## src/rtl/cube_scan_pkg.sv

```systemverilog
// Shared types and constants for the cube scan controller.
// Optional feature macro: CUBE_SCAN_EARLY_EXIT_EN (stop the scan at the first hit).
package cube_scan_pkg;

  localparam int N_IN_DEFAULT = 14;

  // The onset count can reach 2^N_IN, so it needs one bit more than a vector.
  function automatic int count_width(input int n);
    return n + 1;
  endfunction

  localparam int COUNT_W = count_width(N_IN_DEFAULT);

  typedef enum logic [1:0] {
    IDLE  = 2'd0,
    SCAN  = 2'd1,
    DRAIN = 2'd2,
    DONE  = 2'd3
  } state_t;

endpackage

```

## src/rtl/cube_eval.sv

```systemverilog
// Combinational cube membership test: f=1 when every cared-for bit of vec
// equals the corresponding literal polarity.
module cube_eval #(
  parameter int N_IN = 14
) (
  input  logic [N_IN-1:0] vec,
  input  logic [N_IN-1:0] care,
  input  logic [N_IN-1:0] pol,
  output logic            f
);

  assign f = &(~care | (vec ~^ pol));

endmodule

```

## src/rtl/cube_scan_ctrl.sv

```systemverilog
// Walks an inclusive vector range, streaming every minterm covered by a cube.
// Optional feature macro: CUBE_SCAN_EARLY_EXIT_EN (stop the scan at the first hit).
module cube_scan_ctrl
  import cube_scan_pkg::*;
#(
  parameter int N_IN = N_IN_DEFAULT
) (
  input  logic              clk,
  input  logic              rst,
  input  logic              start,
  input  logic              abort,
  input  logic [N_IN-1:0]   care,
  input  logic [N_IN-1:0]   pol,
  input  logic [N_IN-1:0]   lo,
  input  logic [N_IN-1:0]   hi,
  output logic              busy,
  output logic              hit_valid,
  output logic [N_IN-1:0]   hit_vec,
  input  logic              hit_ready,
  output logic              done,
  output logic [N_IN:0]     count
);

  localparam logic [N_IN-1:0] VEC_ONE = {{(N_IN-1){1'b0}}, 1'b1};
  localparam logic [N_IN:0]   CNT_ONE = {{N_IN{1'b0}}, 1'b1};

  state_t            state, state_n;
  logic [N_IN-1:0]   vec, vec_n;
  logic [N_IN-1:0]   care_r, care_n;
  logic [N_IN-1:0]   pol_r, pol_n;
  logic [N_IN-1:0]   hi_r, hi_n;
  logic              hit_valid_n;
  logic [N_IN-1:0]   hit_vec_n;
  logic [N_IN:0]     count_n;
  logic              f;
  logic              stall;

  cube_eval #(.N_IN(N_IN)) u_eval (
    .vec  (vec),
    .care (care_r),
    .pol  (pol_r),
    .f    (f)
  );

  // A hit cannot be loaded while the previous one is still waiting downstream.
  assign stall = f & hit_valid & ~hit_ready;
  assign busy  = (state != IDLE);
  assign done  = (state == DONE);

  always_ff @(posedge clk or posedge rst) begin
    if (rst) begin
      state     <= IDLE;
      vec       <= '0;
      care_r    <= '0;
      pol_r     <= '0;
      hi_r      <= '0;
      hit_valid <= 1'b0;
      hit_vec   <= '0;
      count     <= '0;
    end else begin
      state     <= state_n;
      vec       <= vec_n;
      care_r    <= care_n;
      pol_r     <= pol_n;
      hi_r      <= hi_n;
      hit_valid <= hit_valid_n;
      hit_vec   <= hit_vec_n;
      count     <= count_n;
    end
  end

  always_comb begin
    state_n     = state;
    vec_n       = vec;
    care_n      = care_r;
    pol_n       = pol_r;
    hi_n        = hi_r;
    hit_valid_n = hit_valid;
    hit_vec_n   = hit_vec;
    count_n     = count;

    if (hit_valid && hit_ready) begin
      hit_valid_n = 1'b0;
    end

    case (state)
      IDLE: begin
        if (start) begin
          care_n      = care;
          pol_n       = pol;
          hi_n        = hi;
          vec_n       = lo;
          count_n     = '0;
          hit_valid_n = 1'b0;
          state_n     = (lo > hi) ? DRAIN : SCAN;
        end
      end

      SCAN: begin
        if (abort) begin
          hit_valid_n = 1'b0;
          state_n     = IDLE;
        end else if (!stall) begin
          if (f) begin
            hit_vec_n   = vec;
            hit_valid_n = 1'b1;
            count_n     = count + CNT_ONE;
          end
          // vec is never incremented past hi, so hi = all-ones cannot wrap.
`ifdef CUBE_SCAN_EARLY_EXIT_EN
          if (f || (vec == hi_r)) begin
            state_n = DRAIN;
          end else begin
            vec_n = vec + VEC_ONE;
          end
`else
          if (vec == hi_r) begin
            state_n = DRAIN;
          end else begin
            vec_n = vec + VEC_ONE;
          end
`endif
        end
      end

      DRAIN: begin
        if (abort) begin
          hit_valid_n = 1'b0;
          state_n     = IDLE;
        end else if (!hit_valid || hit_ready) begin
          state_n = DONE;
        end
      end

      DONE: begin
        state_n = IDLE;
      end

      default: begin
        state_n = IDLE;
      end
    endcase
  end

endmodule

```

## config.mk

```make
export PLATFORM = sky130hd
export DESIGN_NAME = cube_scan_ctrl
export DESIGN_NICKNAME = d
export VERILOG_FILES = /design/src/rtl/cube_scan_pkg.sv /design/src/rtl/cube_eval.sv /design/src/rtl/cube_scan_ctrl.sv
export SDC_FILE = /design/constraint.sdc
export NUM_CORES = 1
export LEC_CHECK = 0
export BUFFER_PORTS_ARGS = -buffer_cell sky130_fd_sc_hd__buf_4
export CORE_UTILIZATION = 60
export CTS_CLUSTER_SIZE = 8
export DETAILED_ROUTE_END_ITERATION = 6
export PLACE_DENSITY_LB_ADDON = 0.1
export SLEW_MARGIN = 0
export SYNTH_ARGS = -nofsm -noshare
export SYNTH_HDL_FRONTEND = slang
export SYNTH_SLANG_ARGS = --single-unit
```

## constraint.sdc

```tcl
create_clock -name clk -period 4.9 [get_ports clk]
set_input_delay 0.245 -clock clk [delete_from_list [all_inputs] [get_ports clk]]
set_output_delay 0.245 -clock clk [all_outputs]
set_load 0.03 [all_outputs]
```

==> impl_metrics.py <==
metrics = {
    "placement": {
        "placed_cell_area_um2": 5365,
        "globalplace.congestion": 0.9333,
        "hpwl_mm": 8.751,
        "portBuffers": 92,
        "pre_cts_slack_ns": 1.910,
    },
    "sta": {
        "setup_slack_ns": 1.852,
        "max_slew.worst_pin.slew_ns": 1.159,
        "max_freq_ghz": 0.3281,
        "slew_headroom": 0.2273,
        "setup_viol": 0,
        "fin_setup_tns_ns": 0,
        "period_share": 0.6220,
        "fin_crit_ns": 3.048,
        "rsz0062_at_grt": "no",
        "finalHoldViolations": 0,
        "fin_skew_ns": 0.01287,
        "slew_viol_final": 0,
    },
    "clock_tree": {
        "cts_tree": "yes",
        "cts_buffers": 9,
        "cts_max_level": 3,
        "clk_pin_slew_worst_paths_ns": 0.09,
        "cts_resized": 0,
        "clock_latency_ns": 0.36,
        "clockBufferDepth": 2,
        "numClockSinks": 88,
        "cts_root_buf": "clkbuf_8",
    },
    "die": {
        "io_pins": 93,
        "placeableCoreArea_um2": 7370,
        "fp.dieW_um": 90.11,
        "die_area_um2": 8120,
        "num_rows": 31,
        "start_util": 0.6321,
        "dieHeight_um": 90.11,
    },
    "pwr": {
        "vdd_drop_max_mv": 0.3360,
        "p_per_area_nw_per_um2": 561.8,
        "power.total_mw": 3.146,
        "p_leak_nw": 2.767,
    },
    "synthesis": {
        "synth-edff-count": 0,
        "synthFlopType": "dfrtp_1",
        "yosys_warnings": 0,
        "syn_nets": 586,
        "seq_area_frac_synth": 0.4727,
        "synth-seq-cells": 88,
        "yosysUniqueCellTypes": 44,
        "syn-mean-instance-area_um2": 9.152,
        "async_reset_ff_frac": 1.000,
        "syn_area_um2": 4658,
        "synth_cells": 509,
    },
    "drt": {
        "ant_nets": 0,
        "initialDrtViolationCount": 364,
        "vias_per_cell": 5.723,
        "wl_per_cell_um": 17.09,
        "drt_wl_total_mm": 11.80,
        "vias": 3949,
        "first_pass_iters": 5,
        "drcViolationCount": 0,
    },
    "status": {
        "status": "complete, no violations",
    },
    "critical_path": {
        "worstPathRequired_ns": 5.19,
        "cp_max_fo": 36,
        "end_kind": "flop",
        "start_kind": "flop",
        "reg2reg_slack_ns": 1.85,
        "cp.arrival_ns": 3.34,
        "critPathKind": "flop to flop",
    },
    "finish": {
        "num_antenna_cells": 0,
        "multi_input_area_um2": 2231,
        "drive_above_1_share": 0.2267,
        "nets": 664,
        "ff_latch_area_um2": 2202,
        "final_area_um2": 5600,
        "fillCellCount": 563,
        "area_growth_pct": 20.23,
    },
    "global_routing": {
        "grt_pass1_vias": 3952,
        "grt_max_degree": 58,
        "antenna_found_initial": 0,
        "grt_pass1_wl_mm": 19.80,
        "track_usage": 0.3101,
        "grt.overflow.total": 0,
    },
    "worst_hold_path": {
        "hold_path.class": "input port to flop",
    },
    "run": {
        "maxCapViolations": 0,
    },
}
-- path summary, 6_finish.rpt --
path                                              start  cells past startpoint                       to
worst min-delay path                            care[8]                      3    care_r[8]$_DFFE_PP0P_
worst max-delay path               state[1]$_DFFE_PP0P_                      6    count[14]$_DFFE_PP0P_
min in group asynchronous                           rst                      3   hit_vec[5]$_DFFE_PP0P_
worst max register to register     state[1]$_DFFE_PP0P_                      6    count[14]$_DFFE_PP0P_
worst min register to register  hit_vec[11]$_DFFE_PP0P_                      2  hit_vec[11]$_DFFE_PP0P_
max in group asynchronous                           rst                      4      vec[12]$_DFFE_PP0P_
-- logic make-up (layout without fill, tap and decap cells) --
kind of cell,count (synthesis),after routing,share of synthesized area
simple gates,204,204,0.1980
compound gates,99,99,0.1351
fa+ha+maj,16,16,0.04298
mux,17,17,0.04029
buf+inv,52,134,0.04889
flops,88,88,0.4727
xor+xnor,33,33,0.06205
-- per-stage QoR --
| step | utilization | hold WS, ns | instances |
|---|---|---|---|
| after global placement | 0.7280 | 0.3127 | 674 |
| after floorplan | - | 0.3341 | 509 |
| after CTS | 0.7599 | 0.05912 | 690 |
| after global routing | 0.7599 | 0.05712 | 690 |
| after detailed placement | 0.7280 | 0.3185 | 674 |
| final | 0.7599 | 0.06415 | 690 |
-- power by group --
part           internal (mW)  switching, mW
sequential              1.01          0.337
combinational          0.505          0.721
clock                  0.304          0.269
total                   1.82           1.33
-- cell type report --
type                       count  share of cell area
clock inverter                 5             0.01564
sequential                    88              0.3932
timing repair buffer          98              0.1318
clock buffer                  10             0.02458
inverter                      21             0.01430
multi-input combinational    369              0.3983
tap                           99             0.02212
-- timing repair --
| action | CTS | global route |
|---|---|---|
| hold endpoints to repair | 32 | 0 |
| setup buffers | 0 | 0 |
| hold buffers | 1 | 0 |
-- per-layer routing --
metal  vias to the layer above  global-route usage  wire (um)  part of all wire
li1                       1905                   -          -                 -
met1                      1882              0.4195       5130              0.43
met2                       139              0.5165       5810              0.49
met3                        23             0.04061        638             0.054
met4                         0              0.1062        216             0.018
met5                         -                   0          0                 0
-- sequential cells by signal (all words and copies together), names as in the netlist --
name / cells
vec: 14
care_r: 14
count: 15
state: 2
pol_r: 14
hit_vec: 14
hit_valid: 1
hi_r: 14
-- critical path, cell delays in order, from the launching register on --
cell	delay, ns
dfrtp_1	0.44
nand2b_1	0.49
nor2_1	0.28
nand4_1	0.13
or3_1	0.80
or4_1	0.68
a21oi_1	0.16
-- placed cells by master (no fill, tap or decap), drive strengths merged, types with 4 or more instances in the layout --
master / instances
clkbuf: 10
nand3: 13
dfrtp: 88
nor2: 21
a2bb2oi: 4
or4: 6
o22ai: 4
inv: 22
and2: 5
mux2: 14
xor2: 30
buf: 97
a21oi: 25
a31oi: 6
nor4: 4
nand2: 122
nand4: 10
a22oi: 8
o31ai: 7
nor2b: 6
ha: 16
o21ai: 29
nor3: 8
-- cell usage after synthesis, types with 3 or more instances --
cell type  instances  area [um2]
mux2i_1            3       30.03
nand2_1          122       457.9
xor2_1            30       262.8
a21oi_1           25       125.1
or4_1              6       45.04
ha_1              16       200.2
o31ai_1            7       52.55
a22oi_1            5       37.54
and4_1             3       26.28
xnor2_1            3       26.28
inv_1             21       78.83
nand3_1           13       65.06
nor4_1             4       25.02
nor2b_1            6       37.54
clkbuf_1          25       93.84
and2_1             4       25.02
o22ai_1            4       25.02
a22oi_2            3       37.54
buf_6              4       45.04
mux2_2            14       157.7
or3_1              3       18.77
nor2_1            21       78.83
nand4_1            9       56.30
nor3_1             8       40.04
a31oi_1            6       37.54
dfrtp_1           88        2202
a2bb2oi_1          4       35.03
o21ai_0           29       145.1
No activity file was read; power rests on OpenSTA's default activity.
